===== src/rtl/axi_eth_pkg.sv =====
// axi_eth_pkg: shared definitions for the MAC-side transmit path.
//   - arbiter state encoding and the 4-bit state codes driven onto debug buses
//   - beat width constants for the 64-bit txd stream (data, keep, packed beat)
package axi_eth_pkg;

  localparam int AXI_ETH_DATA_W = 64;
  localparam int AXI_ETH_KEEP_W = 8;
  // Packed beat layout: {tlast, tkeep, tdata}
  localparam int AXI_ETH_BEAT_W = AXI_ETH_DATA_W + AXI_ETH_KEEP_W + 1;

  localparam logic [3:0] ARB_IDLE   = 4'd0;
  localparam logic [3:0] ARB_GRANT0 = 4'd1;
  localparam logic [3:0] ARB_GRANT1 = 4'd2;

  typedef enum logic [1:0] {
    ST_IDLE   = 2'd0,
    ST_GRANT0 = 2'd1,
    ST_GRANT1 = 2'd2
  } arb_state_t;

endpackage


===== src/rtl/axi_eth_axis_reg.sv =====
// axi_eth_axis_reg: single-entry output register slice.
//   clk      sole clock
//   resetn   synchronous active-low reset (clears valid and payload)
//   load     capture din this cycle (caller guarantees the slot is free or draining)
//   drain    downstream ready; empties the slot when nothing is loaded
//   din      packed beat {tlast, tkeep, tdata}
//   vld      registered valid
//   dout     registered beat
// Load and drain in the same cycle replace the beat, giving one beat per cycle.
module axi_eth_axis_reg
  import axi_eth_pkg::*;
#(
  parameter int DATA_W = AXI_ETH_BEAT_W
) (
  input  logic              clk,
  input  logic              resetn,
  input  logic              load,
  input  logic              drain,
  input  logic [DATA_W-1:0] din,
  output logic              vld,
  output logic [DATA_W-1:0] dout
);

  logic              vld_p0;
  logic [DATA_W-1:0] data_p0;

  // Stage p0: output register
  always_ff @(posedge clk) begin
    if (!resetn) begin
      vld_p0  <= 1'b0;
      data_p0 <= '0;
    end else if (load) begin
      vld_p0  <= 1'b1;
      data_p0 <= din;
    end else if (drain) begin
      vld_p0  <= 1'b0;
    end
  end

  assign vld  = vld_p0;
  assign dout = data_p0;

endmodule


===== src/rtl/axi_eth_tx_arb.sv =====
// axi_eth_tx_arb: frame-granular two-source arbiter for the txd stream feeding
// axi_eth_ofm. A grant lasts from the first beat of a frame through its tlast
// beat, so frames never interleave. Arbitration costs one idle cycle per frame.
//   mm2s_clk / mm2s_resetn   clock, synchronous active-low reset
//   s0_* / s1_*              AXI-Stream sources (tdata, tkeep, tlast, tvalid, tready)
//   txd_*                    registered arbitrated stream to axi_eth_ofm
//   arb_grant                one-hot current grant, 0 while idle
//   arb_fsm_dbg              state code (ARB_IDLE/ARB_GRANT0/ARB_GRANT1)
//   s0_frame_cnt/s1_frame_cnt completed frames per source, wrapping
// Build option AXI_ETH_TX_ARB_PRI_EN: source 0 has strict priority in IDLE;
// otherwise sources alternate on ties (round-robin via last_grant).
module axi_eth_tx_arb
  import axi_eth_pkg::*;
#(
  parameter string C_FAMILY    = "",
  parameter int    C_CNT_WIDTH = 16
) (
  input  logic                      mm2s_clk,
  input  logic                      mm2s_resetn,
  input  logic [AXI_ETH_DATA_W-1:0] s0_tdata,
  input  logic [AXI_ETH_KEEP_W-1:0] s0_tkeep,
  input  logic                      s0_tlast,
  input  logic                      s0_tvalid,
  output logic                      s0_tready,
  input  logic [AXI_ETH_DATA_W-1:0] s1_tdata,
  input  logic [AXI_ETH_KEEP_W-1:0] s1_tkeep,
  input  logic                      s1_tlast,
  input  logic                      s1_tvalid,
  output logic                      s1_tready,
  output logic [AXI_ETH_DATA_W-1:0] txd_tdata,
  output logic [AXI_ETH_KEEP_W-1:0] txd_tkeep,
  output logic                      txd_tlast,
  output logic                      txd_tvalid,
  input  logic                      txd_tready,
  output logic [1:0]                arb_grant,
  output logic [3:0]                arb_fsm_dbg,
  output logic [C_CNT_WIDTH-1:0]    s0_frame_cnt,
  output logic [C_CNT_WIDTH-1:0]    s1_frame_cnt
);

  // The family string only names a scope for debug; the logic is generic.
  if (C_FAMILY == "") begin : g_generic
  end else begin : g_family
  end

  arb_state_t                state;
  logic                      last_grant;
  logic                      slot_free;
  logic                      acc0;
  logic                      acc1;
  logic                      load;
  logic                      pick0;
  logic [AXI_ETH_BEAT_W-1:0] beat_in;
  logic [AXI_ETH_BEAT_W-1:0] beat_out;

  // Ready follows the output slot combinationally so a draining slot can be
  // refilled in the same cycle.
  assign slot_free = !txd_tvalid || txd_tready;
  assign s0_tready = (state == ST_GRANT0) && slot_free;
  assign s1_tready = (state == ST_GRANT1) && slot_free;
  assign acc0      = s0_tvalid && s0_tready;
  assign acc1      = s1_tvalid && s1_tready;
  assign load      = acc0 || acc1;
  assign beat_in   = (state == ST_GRANT1) ? {s1_tlast, s1_tkeep, s1_tdata}
                                          : {s0_tlast, s0_tkeep, s0_tdata};

`ifdef AXI_ETH_TX_ARB_PRI_EN
  assign pick0 = s0_tvalid;
`else
  // On a tie, source 0 wins only if source 1 had the previous grant.
  assign pick0 = s0_tvalid && (!s1_tvalid || last_grant);
`endif

  always_ff @(posedge mm2s_clk) begin
    if (!mm2s_resetn) begin
      state        <= ST_IDLE;
      last_grant   <= 1'b1;
      arb_grant    <= 2'b00;
      arb_fsm_dbg  <= ARB_IDLE;
      s0_frame_cnt <= '0;
      s1_frame_cnt <= '0;
    end else begin
      case (state)
        ST_IDLE: begin
          if (pick0) begin
            state       <= ST_GRANT0;
            arb_grant   <= 2'b01;
            arb_fsm_dbg <= ARB_GRANT0;
          end else if (s1_tvalid) begin
            state       <= ST_GRANT1;
            arb_grant   <= 2'b10;
            arb_fsm_dbg <= ARB_GRANT1;
          end
        end
        ST_GRANT0: begin
          if (acc0 && s0_tlast) begin
            state        <= ST_IDLE;
            last_grant   <= 1'b0;
            arb_grant    <= 2'b00;
            arb_fsm_dbg  <= ARB_IDLE;
            s0_frame_cnt <= s0_frame_cnt + 1'b1;
          end
        end
        ST_GRANT1: begin
          if (acc1 && s1_tlast) begin
            state        <= ST_IDLE;
            last_grant   <= 1'b1;
            arb_grant    <= 2'b00;
            arb_fsm_dbg  <= ARB_IDLE;
            s1_frame_cnt <= s1_frame_cnt + 1'b1;
          end
        end
        default: begin
          state       <= ST_IDLE;
          arb_grant   <= 2'b00;
          arb_fsm_dbg <= ARB_IDLE;
        end
      endcase
    end
  end

  axi_eth_axis_reg #(
    .DATA_W (AXI_ETH_BEAT_W)
  ) u_out_reg (
    .clk    (mm2s_clk),
    .resetn (mm2s_resetn),
    .load   (load),
    .drain  (txd_tready),
    .din    (beat_in),
    .vld    (txd_tvalid),
    .dout   (beat_out)
  );

  assign {txd_tlast, txd_tkeep, txd_tdata} = beat_out;

endmodule


===== config.mk =====
export PLATFORM = sky130hd
export DESIGN_NAME = axi_eth_tx_arb
export DESIGN_NICKNAME = d
export VERILOG_FILES = /design/src/rtl/axi_eth_pkg.sv /design/src/rtl/axi_eth_axis_reg.sv /design/src/rtl/axi_eth_tx_arb.sv
export SDC_FILE = /design/constraint.sdc
export NUM_CORES = 1
export LEC_CHECK = 0
export ABC_AREA = 1
export CORE_AREA = 4 4 101 103
export DETAILED_ROUTE_END_ITERATION = 8
export DIE_AREA = 0 0 105 107
export DONT_BUFFER_PORTS = 1
export PLACE_DENSITY = 0.68
export SYNTH_ARGS = -nofsm -noshare
export SYNTH_HDL_FRONTEND = slang
export SYNTH_SLANG_ARGS = --single-unit
export TNS_END_PERCENT = 5

===== constraint.sdc =====
create_clock -name mm2s_clk -period 2.61 [get_ports mm2s_clk]
set_input_delay 0.261 -clock mm2s_clk [delete_from_list [all_inputs] [get_ports mm2s_clk]]
set_output_delay 0.261 -clock mm2s_clk [all_outputs]
set_load 0.005 [all_outputs]

==> flow_metrics.py, run 1 <==
metrics = {
    "clock_network": {
        "clkTransAtPathRegs_ns": 0.10,
        "htreeDepth": 3,
        "root_buffer": "clkbuf_8",
        "clk_latency_ns": 0.36,
        "cts_resized": 0,
        "cts_buffer_depth": 2,
        "numCtsBuffers": 9,
        "cts_tree": "done",
        "numClockSinks": 109,
    },
    "worst_setup_path": {
        "end_kind": "primary output",
        "crit_chain": "nor2_4, inv_2, nor2_1",
        "endpoint": "s1_tready",
        "reg2reg_depth": 8,
        "slowest_stage": "inv_2",
        "cp.arrival_ns": 2.07,
        "worst_ep_required_time_ns": 2.35,
        "cp-start-kind": "register",
        "max_stage_delay_ns": 0.88,
        "reg2reg_slack_ns": 0.45,
        "path_class": "reg -> out",
        "startpoint": "arb_fsm_dbg[0]",
        "r2r_start": "arb_fsm_dbg[1]",
        "critPathMaxFanout": 75,
        "r2r_end": "s1_frame_cnt[4]",
    },
    "routing": {
        "wl_mm": 13.8,
        "drc": 0,
        "vias_per_cell": 5.89,
        "wire_per_inst_um": 17.7,
        "detail-route-antenna-nets": 0,
        "vias": 4585,
        "dr.pass1.iters": 5,
        "drtIter0Drc": 270,
    },
    "placement": {
        "numPortBuffers": 0,
        "placed_cell_area_sq_um": 4870,
        "gp_congestion": 0.845,
        "pre_cts_ws_ns": 0.452,
        "hpwl_mm": 10.1,
    },
    "global_routing": {
        "gr-total-overflow": 0,
        "grt_max_degree": 98,
        "antenna_found_initial": 0,
        "grt_pass1_wl_mm": 21.5,
        "first_global_vias": 4220,
        "grtUsageTotal_pct": 23.4,
    },
    "power": {
        "seqPwrFrac_pct": 59.9,
        "clkPwrFrac_pct": 28.7,
        "pwr-share-comb_pct": 11.4,
        "p_leak_nw": 1.93,
        "p_switching_mw": 0.916,
        "power_density_nw_per_um2": 633,
        "internal-power_mw": 2.28,
        "finalPower_mw": 3.20,
        "peakVddDrop_uv": 237,
        "sw_frac_of_total_pct": 28.7,
    },
    "yosys": {
        "synth-async-reset-ratio_pct": 0,
        "synth_top_flop_cell": "dfxtp_1",
        "syn_avg_cell_area_sq_um": 7.07,
        "synth-seq-area-share_pct": 44.4,
        "yosys_register_bits": 109,
        "synth.distinct_cells": 28,
        "synth_area_sq_um": 4910,
        "postSynthCellCount": 695,
        "synth.largest_area_cell": "dfxtp_1",
        "synth_edf_count": 0,
        "yosys-top-cells-area": "dfxtp_1, nand2_1, a31oi_1",
        "synth_warnings": 0,
        "yosys.area.top_type_share_pct": 44.4,
        "synth.most_common_cell": "nand2_1",
        "netlist_top_cells_count": "nand2_1, dfxtp_1, a31oi_1",
    },
    "sta": {
        "fin_worst_skew_ns": 0.0113,
        "tns_ns": 0,
        "min_period_ns": 2.33,
        "max-slew-margin-rel_pct": 16.9,
        "fin_ws_ns": 0.280,
        "slew_viol_final": 0,
        "worst_slew_pin_slew_ns": 1.25,
        "timing.final.crit_share_pct": 89.3,
        "finalSetupViolations": 0,
        "fmax_ghz": 0.429,
        "hold_violations": 0,
        "rsz0062_at_grt": "false",
    },
    "floorplan": {
        "die_w_um": 105,
        "floorplan.io_pins": 265,
        "coreArea_sq_um": 9200,
        "fp-row-count": 35,
        "initial_core_util_pct": 53.4,
        "fp.dieArea_sq_um": 11200,
        "die_y_um": 107,
    },
    "finish": {
        "final_net_count": 817,
        "syn_to_final_growth_pct": 2.80,
        "design_area_sq_um": 5050,
        "num_antenna_cells": 0,
        "drive_above_1_share_pct": 4.19,
    },
    "job": {
        "cap_viol_max_count": 0,
    },
    "worst_hold_path": {
        "hold_class": "in -> reg",
    },
    "run_status": {
        "status": "finished, final reports clean",
    },
}
metal layers:
| metal | vias to the layer above | part of all wire, % | global-route usage, % |
|---|---|---|---|
| met4 | 0 | 2.0 | 8.90 |
| li1 | 2266 | - | - |
| met3 | 26 | 9.2 | 7.83 |
| met5 | - | 0 | 0 |
| met2 | 200 | 50 | 40.1 |
| met1 | 2093 | 38 | 27.2 |
how the worst min path moves through the flow:
stage | from | endpoint | cells after the start | slack, ns
floorplan | s1_tvalid | arb_fsm_dbg[1] | 2 | 0.42
global placement | mm2s_resetn | last_grant | 1 | 0.39
detailed placement | mm2s_resetn | last_grant | 1 | 0.39
CTS | mm2s_resetn | s1_frame_cnt[10] | 2 | 0.002
global route | mm2s_resetn | u_out_reg.dout[38] | 2 | 0.008
finish | mm2s_resetn | u_out_reg.dout[28] | 2 | 0.03
critical path: cells and delay by family (launching register included):
kind	cells	cell delay [ns]
flops	1	0.50
buf+inv	1	0.88
simple gates	2	0.27
power groups by stage:
stage / clock (mW) / combinational [mW] / sequential [mW]
CTS: 0.944 / 0.367 / 1.92
global placement: 0 / 0.352 / 1.95
finish: 0.916 / 0.366 / 1.91
global route: 1.00 / 0.426 / 1.93
floorplan: 0 / 0.337 / 1.90
detailed placement: 0 / 0.366 / 1.95
area by class of cell:
cell class                 instances  area [sq um]
fill                             878          4150
sequential                       109          2180
tap                              111           139
clock buffer                      11           131
timing repair buffer               6          72.6
multi-input combinational        505          2370
inverter                          33           124
clock inverter                     4          33.8
cell usage in the layout, fill, tap and decap left out, types with 2 or more instances in the layout:
cell      count
inv_6         2
clkbuf_1      2
clkbuf_8      9
nor2_2        4
conb_1        2
buf_4         3
o21bai_1      2
nor2_1       52
inv_1        30
nand3_1      18
xnor2_1       2
o21ai_1      20
nor3b_1       2
buf_12        2
nor3_1        5
nand2_1     221
a31oi_1      74
dfxtp_1     109
ha_1          2
xor2_1        2
nand4_1       9
a21oi_1      19
o21ai_0      65
inv_2         3
per-stage QoR:
step / hold slack [ns] / util (%) / instances
4_1_cts: 0.00202 / 54.9 / 779
6_report: 0.0278 / 54.9 / 779
5_1_grt: 0.00786 / 54.9 / 779
2_1_floorplan: 0.418 / - / 696
3_3_place_gp: 0.390 / 53.0 / 763
3_5_place_dp: 0.391 / 53.0 / 763
sequential cells by signal (all words and copies together) (netlist names):
register / count
arb_fsm_dbg: 2
u_out_reg.vld: 1
s1_frame_cnt: 16
last_grant: 1
u_out_reg.dout: 73
s0_frame_cnt: 16
cells by family (layout without fill, tap and decap cells):
family	count (synthesis)	count (layout)	synth area share, %
simple gates	315	315	26.0
flops	109	109	44.4
fa+ha+maj	2	2	0.509
xor+xnor	4	4	0.713
compound gates	182	182	20.6
other cells	1	2	0.0763
buf+inv	82	54	7.62
what timing repair did:
item,in CTS,in global routing
buffers inserted,0,0
hold buffers,1,0
hold endpoints to repair,1,0
Power figures use the tool's default switching activity.
==> inputs of run 2 (changes only) <==
Settings changed: ABC_AREA 1 to not set, CORE_AREA 4 4 101 103 to 4 4 100 102, DIE_AREA 0 0 105 107 to 0 0 104 106.
==> run 2 against run 1 <==
Register-to-register slack improved by 0.05 ns. Critical path depth grew 1. Wire length down 6.0%. Critical endpoint is now s1_frame_cnt[13]. Largest cell class unchanged. Largest power group unchanged.
==> flow_metrics.py, run 2 <==
metrics = {
    "power": {
        "clkPwrFrac_pct": 31.3,
        "peakVddDrop_uv": 263,
        "internal-power_mw": 2.43,
        "power_density_nw_per_um2": 672,
        "pwr-share-comb_pct": 12.6,
        "p_switching_mw": 0.963,
        "p_leak_nw": 1.72,
        "seqPwrFrac_pct": 56.2,
        "sw_frac_of_total_pct": 28.4,
    },
    "worst_setup_path": {
        "reg2reg_depth": 4,
        "r2r_end": "s1_frame_cnt[13]",
        "critPathMaxFanout": 13,
        "reg2reg_slack_ns": 0.50,
        "startpoint": "arb_fsm_dbg[1]",
        "worst_ep_required_time_ns": 2.90,
        "path_class": "reg -> reg",
        "end_kind": "register",
        "cp.arrival_ns": 2.40,
        "r2r_start": "arb_fsm_dbg[1]",
        "cp-start-kind": "register",
    },
    "sta": {
        "min_period_ns": 2.11,
        "fin_worst_skew_ns": 0.0142,
        "slew_viol_final": 0,
        "tns_ns": 0,
        "max-slew-margin-rel_pct": 42.5,
        "rsz0062_at_grt": "false",
        "worst_slew_pin_slew_ns": 0.861,
        "fmax_ghz": 0.475,
        "timing.final.crit_share_pct": 80.7,
        "hold_violations": 0,
        "finalSetupViolations": 0,
    },
    "finish": {
        "final_net_count": 729,
        "fin_util_pct": 55.5,
        "syn_to_final_growth_pct": 5.07,
        "layout_commonest_cell": "nand2_1",
        "register_area_sq_um": 2180,
        "final_cell_mix": "nand2_1, dfxtp_1, nor2_1, a311oi_1, a21oi_1",
        "design_area_sq_um": 5050,
        "drive_above_1_share_pct": 5.16,
        "largest_register_ffs": 73,
        "fillers": 852,
        "multi_input_area_sq_um": 2390,
        "num_antenna_cells": 0,
    },
    "placement": {
        "hpwl_mm": 9.62,
        "numPortBuffers": 0,
        "placed_cell_area_sq_um": 4840,
        "gp_congestion": 0.827,
    },
    "floorplan": {
        "coreArea_sq_um": 9110,
        "fp-row-count": 35,
        "fp.dieArea_sq_um": 11000,
        "floorplan.io_pins": 265,
        "die_w_um": 104,
        "die_y_um": 106,
        "initial_core_util_pct": 52.8,
    },
    "clock_network": {
        "numClockSinks": 109,
        "numCtsBuffers": 9,
        "cts_tree": "done",
        "cts_setup_buffers": 0,
        "htreeDepth": 3,
        "clkTransAtPathRegs_ns": 0.11,
        "ctsHoldBuffers": 1,
        "clk_latency_ns": 0.37,
        "cts_resized": 0,
        "root_buffer": "clkbuf_8",
        "cts_buffer_depth": 2,
    },
    "yosys": {
        "synth.distinct_cells": 36,
        "synthMuxAreaShare_pct": 0.624,
        "synth_top_family_by_area": "simple AND/OR/NAND/NOR gates",
        "syn_avg_cell_area_sq_um": 7.88,
        "yosys-top-cells-area": "dfxtp_1, a311oi_1, nand2_1",
        "synth_warnings": 0,
        "synth_top_flop_cell": "dfxtp_1",
        "synthXorXnorAreaFrac_pct": 2.00,
        "yosys_register_bits": 109,
        "synth.most_common_cell": "nand2_1",
        "synth-seq-area-share_pct": 45.4,
        "postSynthCellCount": 610,
        "synth-async-reset-ratio_pct": 0,
        "yosys.area_share.adder_pct": 0.520,
        "synth.largest_area_cell": "dfxtp_1",
        "synth-compound-area-share_pct": 18.4,
        "yosys.area.top_type_share_pct": 45.4,
        "synth_area_sq_um": 4810,
        "netlist_top_cells_count": "nand2_1, dfxtp_1, nor2_1",
        "yosys.area_share.simple_pct": 27.6,
        "synth_edf_count": 0,
    },
    "run_status": {
        "status": "finished, final reports clean",
    },
    "routing": {
        "dr.pass1.iters": 4,
        "detail-route-antenna-nets": 0,
        "drc": 0,
        "wl_mm": 13.0,
        "vias": 4219,
        "drtIter0Drc": 208,
        "wire_per_inst_um": 18.8,
        "vias_per_cell": 6.10,
    },
    "global_routing": {
        "grtUsageTotal_pct": 22.2,
        "antenna_found_initial": 0,
        "first_global_vias": 3883,
        "gr-total-overflow": 0,
        "grt_max_degree": 76,
        "grt_pass1_wl_mm": 20.1,
    },
    "worst_hold_path": {
        "hold_class": "in -> reg",
        "min-delay-start": "s1_tkeep[4]",
        "whs_endpoint": "u_out_reg.dout[68]",
        "whs_path_depth": 2,
    },
    "job": {
        "cap_viol_max_count": 0,
    },
}
## run 2: changes by cell type in the layout (fill, tap and decap cells not counted), sizes merged, moves of 4 or more
cell and delta:
xnor2 +4, nor3 -4, o31ai +10, inv -25
or3 +12, nand2 -64, a311oi +73, nor4 +5
o21ai -77, a31oi -73, nand3 -9, or4 +10
nor2 +31
## run 2: per-layer routing
layer,global-route usage (%),part of all wire [%]
met4,7.31,1.4
met1,26.0,39
met2,37.4,50
met3,8.80,9.3
met5,0,0
## run 2: power by group through the flow
stage / logic, mW / registers, mW / clock network, mW
finish: 0.427 / 1.91 / 1.06
global route: 0.495 / 1.92 / 1.16
CTS: 0.432 / 1.91 / 1.09
detailed placement: 0.431 / 1.95 / 0
global placement: 0.414 / 1.94 / 0
floorplan: 0.361 / 1.90 / 0
## run 2: cell type report
| type | instances | area share (%) |
|---|---|---|
| Clock buffer | 10 | 2.72 |
| Clock inverter | 6 | 1.36 |
| Inverter | 7 | 0.520 |
| Multi-Input combinational cell | 440 | 47.3 |
| Sequential cell | 109 | 43.2 |
| Tap cell | 111 | 2.75 |
| Timing Repair Buffer | 9 | 2.13 |
## run 2: worst max-delay path: stages, from the launching register on
cell and delay, ns:
dfxtp_1 0.58, and3b_1 0.26, nand4_1 0.39, or4_1 0.63, a21oi_1 0.17
## run 2: per-stage QoR
step | instances | power [mW] | hold slack [ns] | setup WS (ns)
global placement | 675 | 2.36 | 0.341 | 0.569
detailed placement | 675 | 2.38 | 0.340 | 0.523
floorplan | 611 | 2.26 | 0.333 | 0.825
finish | 692 | 3.39 | 0.0350 | 0.503
CTS | 692 | 3.43 | 0.0107 | 0.501
global route | 692 | 3.58 | 0.0145 | 0.317
## run 2: worst max path at each step
stage	to	slack, ns	depth (start not counted)
floorplan	s0_frame_cnt[14]	0.83	5
global placement	s0_frame_cnt[14]	0.57	4
detailed placement	s1_frame_cnt[13]	0.52	4
CTS	s1_frame_cnt[13]	0.50	4
global route	s0_frame_cnt[14]	0.32	4
finish	s1_frame_cnt[13]	0.50	4
## run 2: cell families after synthesis
family / after synthesis
buf+inv: 62
simple gates: 307
fa+ha+maj: 2
compound gates: 115
flops: 109
mux: 3
other cells: 1
xor+xnor: 11
==> inputs of run 3 (changes only) <==
Settings changed: CORE_AREA 4 4 100 102 to 4 4 101 103, DIE_AREA 0 0 104 106 to 0 0 105 107, PLACE_DENSITY 0.68 to 0.67.
Clock period 2.61 ns to 2.1 ns, I/O delays scaled along.
==> run 3 against run 2 <==
First-iteration DRC count rose by 120%. Sequential power rose by 25%. Hold slack got worse by 0.023 ns. Combinational power rose by 81%.
==> flow_metrics.py, run 3 (synthesis results as in run 2) <==
metrics = {
    "run_status": {
        "status": "finished, final reports clean",
    },
    "sta": {
        "hold_violations": 0,
        "fmax_ghz": 0.498,
        "tns_ns": 0,
        "timing.final.crit_share_pct": 95.6,
        "max-slew-margin-rel_pct": 52.6,
        "fin_worst_skew_ns": 0.0134,
        "finalSetupViolations": 0,
        "min_period_ns": 2.01,
        "worst_slew_pin_slew_ns": 0.709,
        "slew_viol_final": 0,
        "rsz0062_at_grt": "false",
    },
    "clock_network": {
        "numCtsBuffers": 9,
        "clkTransAtPathRegs_ns": 0.10,
        "cts_setup_buffers": 0,
        "root_buffer": "clkbuf_8",
        "htreeDepth": 3,
        "clk_latency_ns": 0.36,
        "cts_tree": "done",
        "cts_buffer_depth": 2,
        "numClockSinks": 109,
    },
    "routing": {
        "vias": 4971,
        "drc": 0,
        "detail-route-antenna-nets": 0,
        "wl_mm": 16.7,
        "wire_per_inst_um": 20.4,
        "vias_per_cell": 6.08,
        "dr.pass1.iters": 6,
        "drtIter0Drc": 449,
    },
    "finish": {
        "final_net_count": 855,
        "largest_register_ffs": 73,
        "fillers": 697,
        "final_cell_mix": "nand2_1, dlygate4sd3_1, dfxtp_1, nor2_1, a311oi_1",
        "syn_to_final_growth_pct": 30.6,
        "layout_commonest_cell": "nand2_1",
        "register_area_sq_um": 2180,
        "drive_above_1_share_pct": 5.95,
        "design_area_sq_um": 6280,
        "multi_input_area_sq_um": 2390,
    },
    "floorplan": {
        "fp.dieArea_sq_um": 11200,
        "die_y_um": 107,
        "fp-row-count": 35,
        "floorplan.io_pins": 265,
        "coreArea_sq_um": 9200,
        "initial_core_util_pct": 52.3,
        "die_w_um": 105,
    },
    "power": {
        "power_density_nw_per_um2": 687,
        "p_leak_nw": 2.25,
        "peakVddDrop_uv": 355,
    },
    "worst_setup_path": {
        "cp-start-kind": "register",
        "end_kind": "register",
        "worst_ep_required_time_ns": 2.35,
        "critPathMaxFanout": 67,
        "path_class": "reg -> reg",
        "cp.arrival_ns": 2.26,
    },
    "placement": {
        "gp_congestion": 0.838,
        "numPortBuffers": 0,
        "placed_cell_area_sq_um": 4940,
        "hpwl_mm": 10.0,
    },
    "global_routing": {
        "antenna_found_initial": 0,
        "grtUsageTotal_pct": 28.0,
        "gr-total-overflow": 0,
        "first_global_vias": 4948,
        "grt_max_degree": 80,
        "grt_pass1_wl_mm": 25.4,
    },
    "job": {
        "cap_viol_max_count": 0,
    },
    "worst_hold_path": {
        "hold_class": "in -> reg",
    },
}
-- run 3: worst paths after layout --
path | startpoint | end | slack (ns) | depth (start not counted)
worst max-delay path | arb_fsm_dbg[0] | u_out_reg.dout[35] | 0.09 | 6
worst min-delay path | s1_tdata[3] | u_out_reg.dout[3] | 0.01 | 2
worst max register to register | arb_fsm_dbg[0] | u_out_reg.dout[35] | 0.09 | 6
worst min register to register | last_grant | last_grant | 0.50 | 2
-- run 3: power breakdown --
group / internal, mW / total, mW / switching [mW]
sequential: 2.22 / 2.38 / 0.154
clock: 0.468 / 1.17 / 0.703
combinational: 0.360 / 0.772 / 0.412
total: 3.05 / 4.32 / 1.27
-- run 3: area by class of cell --
cell class / count / share of cell area [%]
antenna: 1 / 0.0398
clock buffer: 11 / 2.25
clock inverter: 4 / 0.518
inverter: 7 / 0.418
multi-input combinational: 440 / 38.1
sequential: 109 / 34.7
tap: 111 / 2.21
timing repair buffer: 135 / 21.7
-- run 3: stage by stage --
stage / hold slack [ns] / worst slack [ns] / power [mW] / instances / utilization, %
2_1_floorplan: 0.282 / 0.315 / 2.81 / 611 / -
3_3_place_gp: 0.292 / 0.230 / 2.95 / 687 / 53.7
3_5_place_dp: 0.289 / 0.195 / 2.97 / 687 / 53.7
4_1_cts: 0.0000558 / 0.175 / 4.30 / 814 / 67.8
5_1_grt: 0.00296 / 0.00548 / 4.53 / 817 / 68.3
6_report: 0.0117 / 0.0918 / 4.32 / 818 / 68.3
-- run 3: worst max-delay path: stages, from the launching register on --
cell	delay, ns
dfxtp_1	0.42
buf_4	0.20
nand3b_1	0.23
a21oi_4	0.33
buf_12	0.31
nor2_1	0.08
a311oi_1	0.32
-- run 3: metal layers --
metal | vias to the layer above | wire (um) | global-route usage (%)
li1 | 2337 | - | -
met1 | 2265 | 6240 | 31.0
met2 | 319 | 8130 | 48.4
met3 | 50 | 1740 | 10.7
met4 | 0 | 571 | 11.4
met5 | - | 0 | 0
-- run 3: what timing repair did --
action | 4_1_cts | 5_1_grt
endpoints found under the setup margin | 0 | 2
endpoints found under the hold margin | 69 | 2
resized for setup | 0 | 1
hold buffers | 112 | 2
